File: config.mk
export PLATFORM = sky130hd
export DESIGN_NAME = hazard_scoreboard_flat
export DESIGN_NICKNAME = d
export VERILOG_FILES = /design/src/rtl/hazard_scoreboard_pkg.sv /design/src/rtl/hazard_scoreboard_if.sv /design/src/rtl/hazard_scoreboard_slot_match.sv /design/src/rtl/hazard_scoreboard.sv /design/src/flat_wrapper.sv
export SDC_FILE = /design/constraint.sdc
export NUM_CORES = 1
export LEC_CHECK = 0
export CELL_PAD_IN_SITES_DETAIL_PLACEMENT = 1
export CELL_PAD_IN_SITES_GLOBAL_PLACEMENT = 1
export CORE_MARGIN = 3
export CORE_UTILIZATION = 30
export CTS_BUF_LIST = sky130_fd_sc_hd__clkbuf_2
export CTS_CLUSTER_SIZE = 24
export DETAILED_ROUTE_END_ITERATION = 7
export DONT_BUFFER_PORTS = 1
export GPL_ROUTABILITY_DRIVEN = 1
export HOLD_SLACK_MARGIN = 0.05
export PLACE_DENSITY = 0.63
export REMOVE_ABC_BUFFERS = 1
export SYNTH_ARGS = -nofsm -noshare
export SYNTH_HDL_FRONTEND = slang
export SYNTH_SLANG_ARGS = --single-unit
export TNS_END_PERCENT = 100
File: constraint.sdc
create_clock -name clk -period 2.2 [get_ports clk]
set_input_delay 0.33 -clock clk [delete_from_list [all_inputs] [get_ports clk]]
set_output_delay 0.33 -clock clk [all_outputs]
set_load 0.02 [all_outputs]
File: src/rtl/hazard_scoreboard_pkg.sv
// hazard_pkg: slot record, register-file forward select and select-width helper
package hazard_pkg;
   localparam int REG_W_MAX = 8;
   localparam int FWD_RF = 0;
   typedef struct packed {
      logic                 valid;
      logic                 regwrite;
      logic [REG_W_MAX-1:0] dest;
      logic                 isload;
   } slot_t;
   function automatic int sel_w(input int depth);
      return $clog2(depth + 1);
   endfunction
endpackage

File: src/rtl/hazard_scoreboard_if.sv
// hazard_scoreboard_if: E/M-stage hazard inputs and forward/stall/flush results
interface hazard_scoreboard_if #(
   parameter int DEPTH    = 2,
   parameter int REG_BITS = 5,
   parameter int SELW     = hazard_pkg::sel_w(DEPTH)
);
   logic                ValidE;
   logic [REG_BITS-1:0] RsE;
   logic [REG_BITS-1:0] RtE;
   logic                UsesRsE;
   logic                UsesRtE;
   logic                RegWriteE;
   logic [REG_BITS-1:0] WriteRegE;
   logic                MemToRegE;
   logic                BranchTakenM;
   logic                MemWait;
   logic [SELW-1:0]     ForwardAE;
   logic [SELW-1:0]     ForwardBE;
   logic                StallE;
   logic                FlushE;
   logic [31:0]         StallCount;
   modport master (
      output ValidE, RsE, RtE, UsesRsE, UsesRtE, RegWriteE, WriteRegE, MemToRegE,
             BranchTakenM, MemWait,
      input  ForwardAE, ForwardBE, StallE, FlushE, StallCount
   );
   modport slave (
      input  ValidE, RsE, RtE, UsesRsE, UsesRtE, RegWriteE, WriteRegE, MemToRegE,
             BranchTakenM, MemWait,
      output ForwardAE, ForwardBE, StallE, FlushE, StallCount
   );
endinterface

File: src/rtl/hazard_scoreboard_slot_match.sv
// hazard_slot_match: youngest-slot priority encoder for one E-stage operand
module hazard_slot_match import hazard_pkg::*; #(
   parameter int DEPTH     = 2,
   parameter int LOAD_SLOT = 1,
   parameter int REG_BITS  = 5,
   parameter int SELW      = sel_w(DEPTH)
) (
   input  slot_t [DEPTH:1]     i_slots,
   input  logic [REG_BITS-1:0] i_src,
   input  logic                i_uses,
   output logic [SELW-1:0]     o_sel,
   output logic                o_load_stall
);
   logic [REG_W_MAX-1:0] w_src;
   logic [SELW-1:0]      w_sel;
   logic                 w_load;
   assign w_src = REG_W_MAX'(i_src);
   // scan oldest to youngest so the lowest matching slot wins
   always_comb begin
      w_sel  = SELW'(FWD_RF);
      w_load = 1'b0;
      for (int k = DEPTH; k >= 1; k--)
         if (i_slots[k].valid && i_slots[k].regwrite && i_slots[k].dest == w_src &&
             w_src != '0 && i_uses) begin
            w_sel  = SELW'(k);
            w_load = i_slots[k].isload && (k < LOAD_SLOT);
         end
   end
   assign o_load_stall = w_load;
   assign o_sel        = w_load ? SELW'(FWD_RF) : w_sel;
endmodule

File: src/rtl/hazard_scoreboard.sv
// hazard_scoreboard: in-flight writer scoreboard driving forwarding, load-use stall and branch flush
module hazard_scoreboard import hazard_pkg::*; #(
   parameter int DEPTH     = 2,
   parameter int LOAD_SLOT = 1,
   parameter int REG_BITS  = 5,
   parameter int SELW      = sel_w(DEPTH)
) (
   input logic                clk,
   input logic                reset,
   hazard_scoreboard_if.slave bus
);
   slot_t [DEPTH:1] r_slots;
   logic [31:0]     r_count;
   logic [SELW-1:0] w_sel_a, w_sel_b;
   logic            w_ld_a, w_ld_b, w_flush, w_stall;
   hazard_slot_match #(.DEPTH(DEPTH), .LOAD_SLOT(LOAD_SLOT), .REG_BITS(REG_BITS), .SELW(SELW)) u_match_a (
      .i_slots(r_slots), .i_src(bus.RsE), .i_uses(bus.UsesRsE), .o_sel(w_sel_a), .o_load_stall(w_ld_a)
   );
   hazard_slot_match #(.DEPTH(DEPTH), .LOAD_SLOT(LOAD_SLOT), .REG_BITS(REG_BITS), .SELW(SELW)) u_match_b (
      .i_slots(r_slots), .i_src(bus.RtE), .i_uses(bus.UsesRtE), .o_sel(w_sel_b), .o_load_stall(w_ld_b)
   );
   // a taken branch outranks a load-use stall; memory wait outranks both
   always_comb begin
      w_flush = bus.BranchTakenM & ~bus.MemWait;
      w_stall = bus.MemWait | (~w_flush & (w_ld_a | w_ld_b));
   end
   assign bus.ForwardAE  = w_sel_a;
   assign bus.ForwardBE  = w_sel_b;
   assign bus.StallE     = w_stall;
   assign bus.FlushE     = w_flush;
   assign bus.StallCount = r_count;
   always_ff @(posedge clk) begin
      if (reset) begin
         r_slots <= '0;
         r_count <= '0;
      end else begin
         if (!bus.MemWait) begin
            r_slots[1] <= (bus.ValidE && !w_stall && !w_flush)
                        ? slot_t'{valid: 1'b1, regwrite: bus.RegWriteE,
                                  dest: REG_W_MAX'(bus.WriteRegE), isload: bus.MemToRegE}
                        : '0;
            for (int k = 2; k <= DEPTH; k++) r_slots[k] <= r_slots[k-1];
         end
         if (w_stall && r_count != '1) r_count <= r_count + 1'b1;
      end
   end
endmodule

File: src/flat_wrapper.sv
// flat-port wrapper written by rule: the top's interface ports become plain ports
module hazard_scoreboard_flat import hazard_pkg::*;
#(
   parameter int DEPTH     = 2,
   parameter int LOAD_SLOT = 1,
   parameter int REG_BITS  = 5,
   parameter int SELW      = sel_w(DEPTH)
)
  (clk, reset, bus_ValidE, bus_RsE, bus_RtE, bus_UsesRsE, bus_UsesRtE, bus_RegWriteE, bus_WriteRegE, bus_MemToRegE, bus_BranchTakenM, bus_MemWait, bus_ForwardAE, bus_ForwardBE, bus_StallE, bus_FlushE, bus_StallCount);
  hazard_scoreboard_if #(.DEPTH(DEPTH), .REG_BITS(REG_BITS), .SELW(SELW)) bus_i ();
  input logic clk;
  input logic reset;
  input wire logic [$bits(bus_i.ValidE)-1:0] bus_ValidE;
  input wire logic [$bits(bus_i.RsE)-1:0] bus_RsE;
  input wire logic [$bits(bus_i.RtE)-1:0] bus_RtE;
  input wire logic [$bits(bus_i.UsesRsE)-1:0] bus_UsesRsE;
  input wire logic [$bits(bus_i.UsesRtE)-1:0] bus_UsesRtE;
  input wire logic [$bits(bus_i.RegWriteE)-1:0] bus_RegWriteE;
  input wire logic [$bits(bus_i.WriteRegE)-1:0] bus_WriteRegE;
  input wire logic [$bits(bus_i.MemToRegE)-1:0] bus_MemToRegE;
  input wire logic [$bits(bus_i.BranchTakenM)-1:0] bus_BranchTakenM;
  input wire logic [$bits(bus_i.MemWait)-1:0] bus_MemWait;
  output wire logic [$bits(bus_i.ForwardAE)-1:0] bus_ForwardAE;
  output wire logic [$bits(bus_i.ForwardBE)-1:0] bus_ForwardBE;
  output wire logic [$bits(bus_i.StallE)-1:0] bus_StallE;
  output wire logic [$bits(bus_i.FlushE)-1:0] bus_FlushE;
  output wire logic [$bits(bus_i.StallCount)-1:0] bus_StallCount;
  assign bus_i.ValidE = bus_ValidE;
  assign bus_i.RsE = bus_RsE;
  assign bus_i.RtE = bus_RtE;
  assign bus_i.UsesRsE = bus_UsesRsE;
  assign bus_i.UsesRtE = bus_UsesRtE;
  assign bus_i.RegWriteE = bus_RegWriteE;
  assign bus_i.WriteRegE = bus_WriteRegE;
  assign bus_i.MemToRegE = bus_MemToRegE;
  assign bus_i.BranchTakenM = bus_BranchTakenM;
  assign bus_i.MemWait = bus_MemWait;
  assign bus_ForwardAE = bus_i.ForwardAE;
  assign bus_ForwardBE = bus_i.ForwardBE;
  assign bus_StallE = bus_i.StallE;
  assign bus_FlushE = bus_i.FlushE;
  assign bus_StallCount = bus_i.StallCount;
  hazard_scoreboard #(.DEPTH(DEPTH), .LOAD_SLOT(LOAD_SLOT), .REG_BITS(REG_BITS), .SELW(SELW)) u_core (.clk(clk), .reset(reset), .bus(bus_i));
endmodule
==> impl_results.md, run 1 <==
* Startpoint Class: flip-flop
* Slew @ Worst Pin at 761.8 ps
* Status: completed
* Layout cells sized above 1 at between 20% and 30%
* Routability congestion estimate at roughly 0.82
* Clock skew at about 27 ps
* Final-stage net count at approximately 360
* Wire per inst at between 15 and 20 um
* LEAKAGE at around 1.1 nW
* Synth area leader: dfxtp_1
* Synth Register Bits at 46
* Final WL at 7219 um
* Family with the most delay on the worst path: simple AND/OR/NAND/NOR gates
* Clock Sinks at between 40 and 50
* Commonest non-fill, non-tap cells in the layout: buf_4, nor2_1, dfxtp_1
* Die area at between 9000 and 10,000 sq um
* Buf/Inv on CP at 0
* Vias in the first global route at between 2,000 and 3,000
* Clock slew at reported path FFs at between 200 and 300 ps
* Die X-Extent at approximately 97 um
* Syn Area/Cell at approximately 8.3 sq um
* Seq/Total Area, Yosys at a little under two fifths
* Setup Fix Bufs, Post-CTS at 0
* Max IR drop VDD at just over 0.2 mV
* Commonest non-fill, non-tap cell in the layout: buf_4
* CP Data Arrival Time at between 2000 and 2500 ps
* Critical Path RT at 2560 ps
* Tot GR Track Use at between 15 and 20%
* GR Overflow Total at 0
* Vias per cell at around 5.3
* Slew Limit Fails at 0
* Fraction of registers with async set/reset at 0%
* Global-route wire length before repair at approximately 12,000 um
* Initial DRT Pass Iterations at 4
* Worst R2R End: u_core.bus.StallCount[31]
* Largest net degree at the start of global routing at between 40 and 50
* Initial DRC count at 62
* Cell-by-cell listing of the critical path: and4_1, and3_1, nand4_1, nor3_1, mux2_2
* Final Cycle Share at between 90% and 100%
* Vias at roughly 2,300
* Reg2Reg Setup Slack at 120 ps
* N_diodes at 0
* Hold path startpoint: bus_MemWait
* CTS tree: done
* Setup TNS at 0 ps
* Root Buffer: clkbuf_2
* RSZ-0062 raised after global routing: yes
* P per Cell Area at 513.3 nW/um^2
* Filler cells at about 950
* Max cap viols at 0
* Final core occ at between 30 and 40%
* Critical path endpoint category: flip-flop
* IO Pins at between 60 and 70
* EDFF count, synth at 0
* Path type of the worst setup path: flip-flop to flip-flop
* Highest clock rate at 480.0 MHz
* DP Wirelength at 5191 um
* CP max stage cell: dfxtp_1
* TritonCTS buffer count at 5
* Period minus WS final at about 2100 ps
* Port Buffers at 0
* # DRC at 0
* Core ar. at roughly 7900 sq um
* Syn Inst Count at around 300
* CP peak stage delay at between 400 and 500 ps
* Final setup violation count at 0
* Max clock buf depth at 2
* Unique cell type count in the Yosys netlist at 38
* Yosys warning count at 0
* Mapped Area at ~2500 sq um
* Initial core utilization at approximately a third
* Ys flop type: dfxtp_1
* Syn-to-layout area delta at 23.21%
* Worst Hold Depth at 3
* Worst-Skew Late Latency at ~440 ps
* Antenna-violating nets left at 0
* Row count at 32
* Worst hold path endpoint: u_core.r_slots[4]
* Crit-path max FO at 6
* Share of Yosys cell area claimed by the top area cell type at 37.13%
* Antenna violations before repair at 0
* Crit Reg-Reg Startpoint: u_core.bus.StallCount[6]
* Top cells by area, synth: dfxtp_1, xnor2_1, nor2_1
* Die Ht at approximately 97 um
* Hold Path Class: input pin to flip-flop
* Worst R2R Path Depth at 5
* Relative slew slack at 49.05%
* Final Hold Fails at 0
* H-tree depth at 2
-- logic make-up after synthesis --
kind of cell	after synthesis	synth area share [%]
mux	14	5.903
compound gates	49	11.81
fa+ha+maj	1	0.5045
simple gates	138	30.17
buf+inv	21	3.885
flops	46	37.13
xor+xnor	30	10.60
-- cell usage after synthesis, types with 7 or more instances --
cell type  instances
a21oi_1           22
and3_1             9
clkbuf_1           7
dfxtp_1           46
mux2i_1            9
nand2_1           17
nand3_1           14
nand4_1           15
nor2_1            36
nor2b_1            9
o21ai_0           11
or3_1              7
xnor2_1           20
xor2_1            10
-- routing by layer --
metal | GRT usage [%] | routed length [um]
met1 | 18.85 | 3280
met2 | 25.90 | 3463
met3 | 4.037 | 386
met4 | 4.752 | 90
met5 | 0 | 0
-- worst reg2reg max path, stage by stage (launching register included) --
cell and delay (ps):
dfxtp_1 460, and4_1 330, and3_1 220, nand4_1 260, nor3_1 360, mux2_2 370
-- power by group --
group          total [W]  switching (W)  internal (W)
registers       0.000853     0.00000819      0.000845
clock network   0.000617       0.000309      0.000307
logic          0.0000990      0.0000557     0.0000433
total            0.00157       0.000373       0.00120
-- what timing repair did --
item / in CTS / in global routing
hold endpoints to repair: 41 / 1
pin swaps: 0 / 4
gates resized for setup: 1 / 18
endpoints found under the setup margin: 1 / 6
cloned: 0 / 0
hold buffers: 3 / 1
-- how the worst max path moves through the flow --
stage | start | to | slack [ps] | cells after the start
after detailed placement | u_core.bus.StallCount[0] | u_core.bus.StallCount[30] | 130 | 6
final | u_core.bus.StallCount[6] | u_core.bus.StallCount[31] | 120 | 5
after floorplan | u_core.bus.StallCount[24] | u_core.bus.StallCount[0] | -250 | 5
after global routing | u_core.r_slots[12] | bus_ForwardBE[1] | -20 | 5
after global placement | u_core.bus.StallCount[0] | u_core.bus.StallCount[30] | 220 | 6
after CTS | u_core.r_slots[15] | bus_ForwardBE[1] | 7 | 5
-- state kept, by name, summed over array words and instances (netlist names) --
name                   count
u_core.bus.StallCount     32
u_core.r_slots            14
-- layout make-up --
class	instances	area [sq um]	share of cell area, %
Tap cell	102	127.6	4.177
Multi-Input combinational cell	232	1506	49.30
Sequential cell	46	935.9	30.63
Timing Repair Buffer	47	372.9	12.20
Clock inverter	3	68.82	2.252
Clock buffer	5	25.02	0.8190
Inverter	5	18.77	0.6143
-- through the flow --
stage,power (W),setup WS (ps),hold WS [ps],cell area (sq um),cells
finish,0.001568,116.6,79.99,3055,440
global route,0.001630,-23.80,57.93,3055,440
CTS,0.001588,7.312,54.00,2993,439
detailed placement,0.0009387,131.7,407.3,2853,428
global placement,0.0009355,215.7,409.6,2853,428
floorplan,0.0009217,-248.1,399.1,2402,283
Note: power is estimated with default switching activity, not from simulation.
==> run 2: changes to the inputs <==
--- a/config.mk
+++ b/config.mk
@@ -7,13 +7,14 @@
 export LEC_CHECK = 0
 export CELL_PAD_IN_SITES_DETAIL_PLACEMENT = 1
 export CELL_PAD_IN_SITES_GLOBAL_PLACEMENT = 1
-export CORE_MARGIN = 3
+export CORE_MARGIN = 2
 export CORE_UTILIZATION = 30
 export CTS_BUF_LIST = sky130_fd_sc_hd__clkbuf_2
 export CTS_CLUSTER_SIZE = 24
 export DETAILED_ROUTE_END_ITERATION = 7
 export DONT_BUFFER_PORTS = 1
 export GPL_ROUTABILITY_DRIVEN = 1
+export GPL_TIMING_DRIVEN = 0
 export HOLD_SLACK_MARGIN = 0.05
 export PLACE_DENSITY = 0.63
 export REMOVE_ABC_BUFFERS = 1
==> run 2 against run 1 <==
Against the previous run:
- via count shrank 6.7%
- design area shrank 9.3%
- largest cell class unchanged
- core utilization shrank 4.7 points
- clock power shrank 44%
- critical endpoint is now bus_ForwardAE[1]
- sequential power grew 0.9%
- combinational power shrank 9.8%
- count of clock-buffer cells in the layout grew 1
- critical path type is now flip-flop to primary output
- clock skew shrank 9.2 ps
==> impl_results.md, run 2 (same netlist as run 1, synthesis figures left out) <==
* Status: completed
* Root Buffer: clkbuf_2
* Highest clock rate at 472.5 MHz (-1.6%)
* Layout cells sized above 1 at 19.19% (-3.6 points)
* RSZ-0062 raised after global routing: yes
* Vias in the first global route at 2,216 (-12%)
* Antenna-violating nets left at 0 (unchanged)
* LEAKAGE at 0.9235 nW (-19%)
* Final core occ at 34.09% (-4.7 points)
* Final WL at 6681 um (-7.5%)
* Routability congestion estimate at 0.7244 (-12%)
* Global-route wire length before repair at 10,830 um (-10%)
* Worst hold path endpoint: u_core.r_slots[1]
* Initial DRC count at 71 (+15%)
* Worst Slack Setup Final at 83.46 ps (-33.16 ps)
* Worst R2R Path Depth at 6 (+1)
* Worst-Skew Late Latency at 410 ps (-30 ps)
* Clock slew at reported path FFs at 220 ps (-40 ps)
* N_diodes at 0 (unchanged)
* Crit-path max FO at 3 (-3)
* Max IR drop VDD at 0.2006 mV (-1.3%)
* Crit Reg-Reg Startpoint: u_core.bus.StallCount[4]
* Port Buffers at 0 (unchanged)
* Initial core utilization at 30.49% (-0.95 points)
* Tot GR Track Use at 15.23% (-0.045 points)
* CP Data Arrival Time at 1790 ps (-650 ps)
* Filler cells at 947 (unchanged)
* Largest net degree at the start of global routing at 44 (unchanged)
* Critical Path RT at 1870 ps (-690 ps)
* Final Hold Fails at 0 (unchanged)
* Max clock buf depth at 2 (unchanged)
* Clock Sinks at 46 (unchanged)
* H-tree depth at 2 (unchanged)
* TritonCTS buffer count at 5 (unchanged)
* IO Pins at 62 (unchanged)
* P per Cell Area at 467.9 nW/um^2 (-8.8%)
* # DRC at 0 (unchanged)
* Final Cycle Share at 96.21% (+1.5 points)
* Slew @ Worst Pin at 594.3 ps (-167.5 ps)
* CTS tree: done
* Critical path endpoint category: primary output
* Die X-Extent at 94.92 um (-2.1%)
* Syn-to-layout area delta at 11.81%
* Row count at 33 (+3.1%)
* DP Worst Slack at -900.4 ps (-1032 ps)
* Worst Hold Depth at 3 (unchanged)
* Final setup violation count at 0 (unchanged)
* Max cap viols at 0 (unchanged)
* Wire per inst at 16.62 um (+1.3%)
* Worst R2R End: u_core.bus.StallCount[29]
* Relative slew slack at 59.96% (+11 points)
* Slew Limit Fails at 0 (unchanged)
* Antenna violations before repair at 0 (unchanged)
* Final-stage net count at 321 (-11%)
* GR Overflow Total at 0 (unchanged)
* DP Wirelength at 4610 um (-11%)
* Vias at 2,176 (-6.7%)
* Reg2Reg Setup Slack at 130 ps (about the same)
* Path type of the worst setup path: flip-flop to primary output
* Commonest non-fill, non-tap cell in the layout: nor2_1
* Largest register FFs at 32 (unchanged)
* Hold path startpoint: bus_MemWait
* Die Ht at 94.92 um (-2.1%)
* Initial DRT Pass Iterations at 4 (unchanged)
* Core ar. at 8134 sq um (+3.1%)
* Startpoint Class: flip-flop
* Hold Path Class: input pin to flip-flop
* Die area at 9010 sq um (-4.1%)
* Vias per cell at 5.413 (+2.1%)
* Commonest non-fill, non-tap cells in the layout: nor2_1, dfxtp_2, a21oi_1
* Period minus WS final at 2117 ps (+33.16 ps)
* Clock skew at 18.03 ps (-9.243 ps)
==> run 2: cell types whose count changed in the layout (fill, tap and decap cells not counted), sizes merged <==
cell / before / now
buf: 44 / 4
bufinv: 2 / 0
clkbuf: 5 / 6
clkinv: 1 / 2
dlygate4sd3: 3 / 2
==> run 2: how the worst max path moves through the flow <==
stage,slack (ps),depth (start not counted),to,from
2_1_floorplan,-250,5,u_core.bus.StallCount[0],u_core.bus.StallCount[24]
3_3_place_gp,-870,5,u_core.bus.StallCount[0],u_core.bus.StallCount[24]
3_5_place_dp,-900,5,u_core.bus.StallCount[0],u_core.bus.StallCount[24]
4_1_cts,9,6,u_core.bus.StallCount[30],u_core.bus.StallCount[0]
5_1_grt,-50,4,bus_ForwardBE[1],u_core.r_slots[14]
6_report,80,4,bus_ForwardAE[1],u_core.r_slots[12]
==> run 2: power breakdown <==
group / switching [W] / leakage, nW / total (W) / internal [W]
clock network: 0.000269 / 0.0304 / 0.000347 / 0.0000782
logic: 0.0000496 / 0.509 / 0.0000893 / 0.0000397
registers: 0.0000169 / 0.384 / 0.000861 / 0.000844
==> run 2: area by class of cell <==
| cell class | instances | area (sq um) | area share (%) |
|---|---|---|---|
| clock buffer | 6 | 30.03 | 1.083 |
| clock inverter | 2 | 8.758 | 0.3159 |
| inverter | 5 | 18.77 | 0.6769 |
| multi-input combinational | 232 | 1564 | 56.41 |
| sequential | 46 | 957.2 | 34.52 |
| tap | 105 | 131.4 | 4.738 |
| timing repair buffer | 6 | 62.56 | 2.256 |
==> run 2: per-stage QoR <==
step | hold WS [ps] | std cells | power, W | setup TNS, ps | instance area (sq um)
6_report | 98.98 | 402 | 0.001297 | 0 | 2773
5_1_grt | 64.87 | 402 | 0.001373 | -80.59 | 2773
4_1_cts | 51.19 | 399 | 0.001320 | 0 | 2691
3_5_place_dp | 408.9 | 388 | 0.0009337 | -14800 | 2534
3_3_place_gp | 406.8 | 388 | 0.0009311 | -14520 | 2534
2_1_floorplan | 399.1 | 283 | 0.0009217 | -1666 | 2402
==> run 2: metal layers <==
layer / GRT usage, % / part of all wire [%] / up-vias
li1: - / - / 1064
met1: 17.83 / 43 / 1057
met2: 27.01 / 50 / 50
met3: 4.310 / 5.6 / 5
met4: 4.348 / 1.1 / 0
met5: 0 / 0 / -
==> run 2: timing repair <==
action                                 in CTS  in global routing
gates resized for setup                    24                 23
setup endpoints to repair                  35                 11
endpoints found under the hold margin      41                  4
hold buffers                                2                  1
pin swaps                                   2                  7
buffers inserted                            1                  2
==> run 2: worst max-delay path: stages, from the launching register on <==
cell     delay, ps
dfxtp_2        390
xor2_2         140
nor4_2         310
nand4_1        210
nor3_4         330
==> run 3: changes to the inputs <==
--- a/config.mk
+++ b/config.mk
@@ -5,8 +5,6 @@
 export SDC_FILE = /design/constraint.sdc
 export NUM_CORES = 1
 export LEC_CHECK = 0
-export CELL_PAD_IN_SITES_DETAIL_PLACEMENT = 1
-export CELL_PAD_IN_SITES_GLOBAL_PLACEMENT = 1
 export CORE_MARGIN = 2
 export CORE_UTILIZATION = 30
 export CTS_BUF_LIST = sky130_fd_sc_hd__clkbuf_2
@@ -16,7 +14,7 @@
 export GPL_ROUTABILITY_DRIVEN = 1
 export GPL_TIMING_DRIVEN = 0
 export HOLD_SLACK_MARGIN = 0.05
-export PLACE_DENSITY = 0.63
+export PLACE_DENSITY = 0.52
 export REMOVE_ABC_BUFFERS = 1
 export SYNTH_ARGS = -nofsm -noshare
 export SYNTH_HDL_FRONTEND = slang
==> constraint.sdc (replaced) <==
create_clock -name clk -period 2.2 [get_ports clk]
set_input_delay 0.33 -clock clk [delete_from_list [all_inputs] [get_ports clk]]
set_output_delay 0.33 -clock clk [all_outputs]
set_load 0.05 [all_outputs]
==> run 3 against run 2 <==
Against the previous run:
- the flow now finishes with violations (negative setup slack)
- die area did not move
- first-iteration DRC count grew 2.8%
- worst hold slack worse by 13 ps
- worst setup slack got worse by 330 ps
- clock skew decreased by 7.8 ps
- power shrank 1.4%
- flip-flop and latch count unchanged
- sequential power fell by 2%
- final cell count up 1.5%
- critical endpoint unchanged
- largest cell class unchanged
==> impl_results.md, run 3 (same netlist as run 1, synthesis figures left out) <==
* Largest net degree at the start of global routing at 43 (-2.3%)
* Comb power frac at 7.3% (+0.4 points)
* Power Internal at 0.0009509 W (-1.1%)
* Worst hold path endpoint: u_core.bus.StallCount[1]
* Final setup violation count at 2 (+2)
* Critical path endpoint category: primary output
* H-tree depth at 2 (unchanged)
* Relative slew slack at 38.21% (-22 points)
* Initial core utilization at 30.49% (unchanged)
* Port Buffers at 0 (unchanged)
* DP Wirelength at 4155 um (-9.9%)
* Clock Sinks at 46 (unchanged)
* Global-route wire length before repair at 10,070 um (-7.0%)
* Final Hold Fails at 0 (unchanged)
* Hold Path Class: input pin to flip-flop
* Switching share of power at 25.69% (-0.17 points)
* Final-stage net count at 328 (+2.2%)
* Critical Path RT at 1870 ps (about the same)
* Max IR drop VDD at 0.1945 mV (-3.1%)
* Clock skew at 10.26 ps (-7.767 ps)
* # DRC at 0 (unchanged)
* Antenna violations before repair at 0 (unchanged)
* Syn-to-layout area delta at 16.70%
* Wire per inst at 15.62 um (-6.0%)
* Root Buffer: clkbuf_2
* Row count at 33 (unchanged)
* Filler cells at 863 (-8.9%)
* GR Overflow Total at 0 (unchanged)
* Commonest non-fill, non-tap cell in the layout: nor2_1
* Core ar. at 8134 sq um (unchanged)
* Initial DRT Pass Iterations at 4 (unchanged)
* Die Ht at 94.92 um (unchanged)
* Crit-path max FO at 2 (-1)
* Die X-Extent at 94.92 um (unchanged)
* Period minus WS final at 2446 ps (+329.0 ps)
* Layout cells sized above 1 at 25.41% (+6.2 points)
* Worst Hold Depth at 2 (-1)
* Routability congestion estimate at 0.7323 (+1.1%)
* Startpoint Class: flip-flop
* Highest clock rate at 408.9 MHz (-13%)
* CP Data Arrival Time at 2120 ps (+330 ps)
* Part of the power in the clock network at 26.5% (-0.3 points)
* Flop pwr share at 66.2% (-0.2 points)
* Reg2Reg Setup Slack at 120 ps (about the same)
* P per Cell Area at 442.2 nW/um^2 (-5.5%)
* RSZ-0062 raised after global routing: yes
* Worst R2R Path Depth at 5 (-1)
* Die area at 9010 sq um (unchanged)
* Slew @ Worst Pin at 924.9 ps (+330.6 ps)
* Final WL at 6373 um (-4.6%)
* Vias per cell at 5.267 (-2.7%)
* Initial DRC count at 73 (+2.8%)
* N_diodes at 0 (unchanged)
* Antenna-violating nets left at 0 (unchanged)
* Path type of the worst setup path: flip-flop to primary output
* Clock slew at reported path FFs at 200 ps (-20 ps)
* Crit Reg-Reg Startpoint: u_core.bus.StallCount[23]
* DP Worst Slack at -1088 ps (-187.1 ps)
* Net Sw Power at 0.0003288 W (-2.0%)
* Max clock buf depth at 2 (unchanged)
* CTS tree: done
* Pwr Total at 0.001280 W (-1.4%)
* Failing checks: negative setup slack
* Commonest non-fill, non-tap cells in the layout: nor2_1, a21oi_1, dfxtp_4
* FF+latch area at 1013 sq um (+5.9%)
* Largest register FFs at 32 (unchanged)
* Tot GR Track Use at 14.30% (-0.93 points)
* Worst Slack Setup Final at -245.5 ps (-329.0 ps)
* LEAKAGE at 0.9832 nW (+6.5%)
* TritonCTS buffer count at 5 (unchanged)
* Vias at 2,149 (-1.2%)
* Final Cycle Share at 111.2% (+15 points)
* Vias in the first global route at 2,116 (-4.5%)
* Worst R2R End: u_core.bus.StallCount[0]
* IO Pins at 62 (unchanged)
* Hold path startpoint: reset
* Multi-input gate area at 1577 sq um (+0.80%)
* Status: complete, but fails checks
* Worst Setup SP: u_core.r_slots[3]
* Max cap viols at 0 (unchanged)
* Worst-Skew Late Latency at 390 ps (-20 ps)
* Slew Limit Fails at 0 (unchanged)
run 3: cell types whose count changed in the layout (fill, tap and decap cells not counted), moves of 2 or more:
| cell | delta |
|---|---|
| dfxtp_4 | +17 |
| dfxtp_1 | -11 |
| nor4_2 | -2 |
| xnor2_1 | -4 |
| xnor2_2 | +4 |
| buf_4 | +4 |
| nor4_1 | +3 |
| dfxtp_2 | -6 |
run 3: how the worst max path moves through the flow:
stage,endpoint,slack (ps),depth (start not counted)
3_3_place_gp,bus_ForwardAE[1],-1180,4
2_1_floorplan,bus_ForwardAE[1],-1010,4
4_1_cts,bus_ForwardAE[1],-270,5
3_5_place_dp,u_core.bus.StallCount[0],-1090,5
6_report,bus_ForwardAE[1],-250,5
5_1_grt,bus_ForwardAE[1],-380,5
run 3: per-layer routing:
| metal | vias to the layer above | share of wire, % | routed length (um) | track usage [%] |
|---|---|---|---|---|
| met5 | - | 0 | 0 | 0 |
| met2 | 58 | 51 | 3227 | 26.60 |
| met1 | 998 | 42 | 2684 | 15.49 |
| li1 | 1088 | - | - | - |
| met4 | 0 | 0.61 | 39 | 3.261 |
| met3 | 5 | 6.6 | 421 | 4.948 |
run 3: per-stage QoR:
step	instance area, sq um	TNS [ps]	util, %	instances	hold WS, ps
4_1_cts	2818	-403.8	34.64	406	50.10
2_1_floorplan	2402	-8323	-	283	399.1
5_1_grt	2894	-586.0	35.58	408	53.04
3_5_place_dp	2561	-22270	31.49	391	404.7
6_report	2894	-351.2	35.58	408	86.07
3_3_place_gp	2534	-25590	31.15	388	405.8
run 3: final cells by class:
type | instances | area share (%)
Sequential cell | 46 | 35.02
Multi-Input combinational cell | 232 | 54.47
Timing Repair Buffer | 13 | 4.107
Tap cell | 105 | 4.540
Clock buffer | 7 | 1.211
Inverter | 5 | 0.6485
run 3: repair_timing:
action | in CTS | in global routing
pin swaps | 11 | 1
hold buffers | 3 | 1
endpoints found under the setup margin | 34 | 9
gates resized for setup | 66 | 15
endpoints found under the hold margin | 41 | 1
buffers inserted | 5 | 1
run 3: power groups by stage:
stage / logic [W] / clock network (W) / registers (W)
final: 0.0000936 / 0.000339 / 0.000848
after floorplan: 0.0000503 / 0 / 0.000882
after global routing: 0.000104 / 0.000401 / 0.000850
after global placement: 0.0000570 / 0 / 0.000885
after detailed placement: 0.0000595 / 0 / 0.000885
after CTS: 0.0000906 / 0.000370 / 0.000859
run 3: critical path, stage by stage, from the launching register on:
cell	delay [ps]
dfxtp_2	400
xnor2_2	110
nand4_1	190
nor4_4	680
buf_2	260
nor3_4	90
